[src/rtl/serial_frame_loader.sv]
// rtl/serial_frame_loader.sv - serial-to-parallel frame loader with bit-reversed ping-pong banks
module serial_frame_loader #(
    parameter int SAMPLE_W = 12,
    parameter int FRAME_N  = 16,
    parameter int ADDR_W   = 4
) (
    input  logic                clk,
    input  logic                rst,
    input  logic                in,
    input  logic                in_en,
    output logic                frame_valid,
    input  logic                frame_ack,
    input  logic [ADDR_W-1:0]   rd_addr,
    output logic [SAMPLE_W-1:0] rd_data,
    output logic                overflow
);

    localparam int CNT_W = $clog2(SAMPLE_W);

    logic [SAMPLE_W-1:0] shift_reg;
    logic [CNT_W-1:0]    bit_cnt;
    logic [ADDR_W-1:0]   sample_cnt;
    logic                wr_bank;
    logic                rd_bank;
    logic [1:0]          full;
    logic                discard;

    logic [SAMPLE_W-1:0] mem [0:2*FRAME_N-1];

    logic                last_bit;
    logic                frame_start;
    logic                drop;
    logic [SAMPLE_W-1:0] word;
    logic                wr_en;
    logic                complete;
    logic                ack;
    logic [1:0]          full_nxt;
    logic                rd_bank_nxt;

    // Reverses the address bits so samples land in radix-2 DIT order.
    function automatic logic [ADDR_W-1:0] bitrev(input logic [ADDR_W-1:0] a);
        logic [ADDR_W-1:0] r;
        r = '0;
        for (int i = 0; i < ADDR_W; i++) begin
            r[i] = a[ADDR_W-1-i];
        end
        return r;
    endfunction

    // Write-side decode and next bank occupancy; ack is applied before completion
    // so a same-cycle ack and completion both land without losing a frame.
    always_comb begin
        last_bit    = (bit_cnt == CNT_W'(SAMPLE_W - 1));
        frame_start = in_en && (bit_cnt == '0) && (sample_cnt == '0);
        // The drop decision for a frame is taken on its very first bit.
        drop        = frame_start ? full[wr_bank] : discard;
        word        = {shift_reg[SAMPLE_W-2:0], in};
        wr_en       = in_en && last_bit && !drop;
        complete    = wr_en && (sample_cnt == ADDR_W'(FRAME_N - 1));
        ack         = frame_ack && frame_valid;
        full_nxt    = full;
        rd_bank_nxt = rd_bank;
        if (ack) begin
            full_nxt[rd_bank] = 1'b0;
            rd_bank_nxt       = ~rd_bank;
        end
        if (complete) begin
            full_nxt[wr_bank] = 1'b1;
        end
    end

    // Deserialiser counters, bank bookkeeping and presentation flag.
    always_ff @(posedge clk or posedge rst) begin
        if (rst) begin
            shift_reg   <= '0;
            bit_cnt     <= '0;
            sample_cnt  <= '0;
            wr_bank     <= 1'b0;
            rd_bank     <= 1'b0;
            full        <= 2'b00;
            discard     <= 1'b0;
            overflow    <= 1'b0;
            frame_valid <= 1'b0;
        end else begin
            if (in_en) begin
                shift_reg <= word;
                if (frame_start) begin
                    discard <= full[wr_bank];
                    if (full[wr_bank]) begin
                        overflow <= 1'b1;
                    end
                end
                if (last_bit) begin
                    bit_cnt    <= '0;
                    sample_cnt <= (sample_cnt == ADDR_W'(FRAME_N - 1)) ? '0 : sample_cnt + 1'b1;
                end else begin
                    bit_cnt <= bit_cnt + 1'b1;
                end
                if (complete) begin
                    wr_bank <= ~wr_bank;
                end
            end
            full        <= full_nxt;
            rd_bank     <= rd_bank_nxt;
            frame_valid <= full_nxt[rd_bank_nxt];
        end
    end

    // Sample store into the active write bank at the bit-reversed slot.
    always_ff @(posedge clk) begin
        if (wr_en) begin
            mem[{wr_bank, bitrev(sample_cnt)}] <= word;
        end
    end

    // Registered read port; an empty bank reads as zero so unwritten words never leak out.
    always_ff @(posedge clk or posedge rst) begin
        if (rst) begin
            rd_data <= '0;
        end else begin
            rd_data <= full[rd_bank] ? mem[{rd_bank, rd_addr}] : '0;
        end
    end

endmodule

[config.mk]
export PLATFORM = sky130hd
export DESIGN_NAME = serial_frame_loader
export DESIGN_NICKNAME = d
export VERILOG_FILES = /design/src/rtl/serial_frame_loader.sv
export SDC_FILE = /design/constraint.sdc
export NUM_CORES = 1
export LEC_CHECK = 0
export CAP_MARGIN = 30
export CELL_PAD_IN_SITES_DETAIL_PLACEMENT = 0
export CELL_PAD_IN_SITES_GLOBAL_PLACEMENT = 1
export CORE_ASPECT_RATIO = 1.5
export CORE_MARGIN = 2
export CORE_UTILIZATION = 24
export CTS_BUF_LIST = sky130_fd_sc_hd__clkbuf_4
export DETAILED_ROUTE_END_ITERATION = 10
export GPL_TIMING_DRIVEN = 0
export PLACE_DENSITY = 0.43
export SYNTH_ARGS = -nofsm -noshare
export SYNTH_HDL_FRONTEND = slang
export SYNTH_SLANG_ARGS = --single-unit
[constraint.sdc]
create_clock -name clk -period 3.75 [get_ports clk]
set_input_delay 0.5625 -clock clk [delete_from_list [all_inputs] [get_ports clk]]
set_output_delay 0.5625 -clock clk [all_outputs]
set_load 0.03 [all_outputs]
==> flow_summary.toml <==
[sta]
min_period_ps = 3690
clock_skew_ps = 45.2
hold_viol_final = 0
tightest_slew_ps = 892
setup_viol = 0
period_share = 0.984
fin_setup_tns_ps = 0
slew_headroom = 0.405
rsz0062_at_grt = "true"
fmax_ghz = 0.271
slew_viol_final = 0

[detailed_routing]
viasPerCell = 4.32
wl_met3_um = 1720
detail-route-antenna-nets = 0
routedWlPerCell_um = 23.4
drt-met1-wl_um = 16500
wl_met2_um = 25100
drt_iter0_markers = 442
totalWireLength_um = 44600
vias = 8230
drc = 0
top_layer_used = "met5"
firstDrtPassIters = 4

[grt]
track_usage = 0.128
antenna_found_initial = 3
grt_max_degree = 36
grt_pass1_wl_um = 63900
grt_overflow = 0
grt_pass1_vias = 8988

[critical_path]
crit_chain = "clkbuf_1 > inv_1 > ha_1 > and4bb_2 > nand4_1 > nand4_1 > nor2_2"
crit_path_max_incr_delay_ps = 980
path_buf_inv = 2
arrival_ps = 4090
crit_slowest_cell = "nor2_2"
worstSetupStartpointType = "flip-flop"
criticalPathCategory = "flip-flop to flip-flop"
cp.required_ps = 4150
end_kind = "flip-flop"
critPathTopFamily = "simple AND/OR/NAND/NOR gates"
path_common_cell = "nand4_1"
worstPathMaxFanout = 12

[finish]
multiInputGateArea_um2 = 3660
nNetsFinal = 950
num-fill-cells = 6806
seqCellArea_um2 = 12500
final_common_cell = "edfxtp_1"
most-common-layout-cells = "384 x edfxtp_1, 135 x clkbuf_4, 71 x mux4_2"
drive_gt1_frac = 0.309
largest_reg_flops = 384
fin_util = 0.286
fin_cells = 1904
synthToLayoutAreaGrowth_pct = 18.2

[clocking]
cts_buffers = 101
clk_pin_slew_ps = 70
cts_tree = "yes"
cts_sinks = 422
clockBufferDepth = 3
cts_max_level = 3
root_buffer = "clkbuf_4"
clk_latency_ps = 810

[floorplanning]
die_y_um = 325
core-area_um2 = 67900
die_area_um2 = 70700
row_count = 117
ios = 23
start_util = 0.242
die_w_um = 218

[placed_design]
place_congestion = 0.741
dp.cells = 1724
dpl.hpwl_um = 30200
portBuffers = 18

[synthesis]
ys_warn_count = 0
synth_fp_nets = 800
syn_inst = 787
syn_avg_cell_area_um2 = 20.9
async_flop_share = 0.0900
ys_ff_latch = 422
synth-edff-count = 384
ys_types = 41
syn_area_um2 = 16500
seq_area_frac_synth = 0.759
synthFlopType = "edfxtp_1"

[min_path]
hold_class = "primary input to flip-flop"

[power]
p_leak_uw = 0.00640
fin_total_pwr_uw = 10300
power_per_cell_area_nw_per_um2 = 532
max-vdd-ir-drop_mv = 0.180

[run_status]
status = "finished clean"

[job]
cap_violations = 0
==> metal layers <==
layer  up-vias  track usage
met3        78       0.0250
met2       193        0.242
met5         -            0
li1       3642            -
met1      4315        0.138
met4         2       0.0537
==> layout make-up <==
class | count | area share
clock buffers | 135 | 0.0521
multi-input cells | 312 | 0.188
repair buffers | 47 | 0.0321
well taps | 892 | 0.0574
clock inverters | 40 | 0.00824
inverters | 10 | 0.00193
flip-flops and latches | 422 | 0.642
diodes | 3 | 0.000386
plain buffers | 43 | 0.0174
==> synthesized netlist by cell type (9+ instances only) <==
| master | instances | share of area |
|---|---|---|
| a221o_1 | 12 | 0.0073 |
| o21ai_0 | 16 | 0.0049 |
| a22oi_1 | 12 | 0.0055 |
| nand2_1 | 19 | 0.0043 |
| inv_1 | 9 | 0.0021 |
| clkbuf_1 | 12 | 0.0027 |
| mux4_1 | 13 | 0.021 |
| nor2_1 | 41 | 0.0094 |
| a31oi_1 | 12 | 0.0046 |
| buf_2 | 9 | 0.0027 |
| mux4_2 | 71 | 0.097 |
| mux2_2 | 13 | 0.0089 |
| buf_6 | 12 | 0.0082 |
| edfxtp_1 | 384 | 0.70 |
| dfrtp_1 | 38 | 0.058 |
| mux2i_1 | 50 | 0.030 |
==> report_power, final <==
group	total, uW	switching, uW	internal (uW)
sequential	5870	312	5560
combinational	963	564	400
clock	3510	1830	1670
total	10300	2710	7630
==> timing repair <==
item,in CTS,in global routing
resized for setup,1,4
hold buffers,1,0
endpoints found under the setup margin,12,142
setup buffers,0,1
pin swaps,0,1
endpoints found under the hold margin,3,0
==> stage by stage <==
step                instance area, um2  setup slack (ps)  hold WS [ps]
floorplan                        16500              1220           482
global placement                 17700              -523           458
detailed placement               18200              -223           463
CTS                              19400             -41.8           299
global route                     19400              -108           331
finish                           19400              58.8           372
==> logic make-up after synthesis <==
group	synth area share
compound gates	0.0307
xor+xnor	0.00266
buf+inv	0.0228
fa+ha+maj	0.00304
mux	0.157
simple gates	0.0248
flops	0.759
==> worst paths after layout <==
check                      depth (start not counted)                   endpoint                       from  slack [ps]
setup / recovery                                   7       mem[31][7]$_DFFE_PP_  sample_cnt[0]$_DFFE_PP0P_          60
hold / removal                                     1        mem[6][0]$_DFFE_PP_                         in         370
setup reg to reg                                   7       mem[31][7]$_DFFE_PP_  sample_cnt[0]$_DFFE_PP0P_          60
hold reg to reg                                    1       overflow$_DFFE_PP0P_       overflow$_DFFE_PP0P_         480
max in group asynchronous                          4  sample_cnt[2]$_DFFE_PP0P_                        rst        2790
min in group asynchronous                          3   shift_reg[0]$_DFFE_PP0P_                        rst         510
Power figures use the tool's default switching activity.
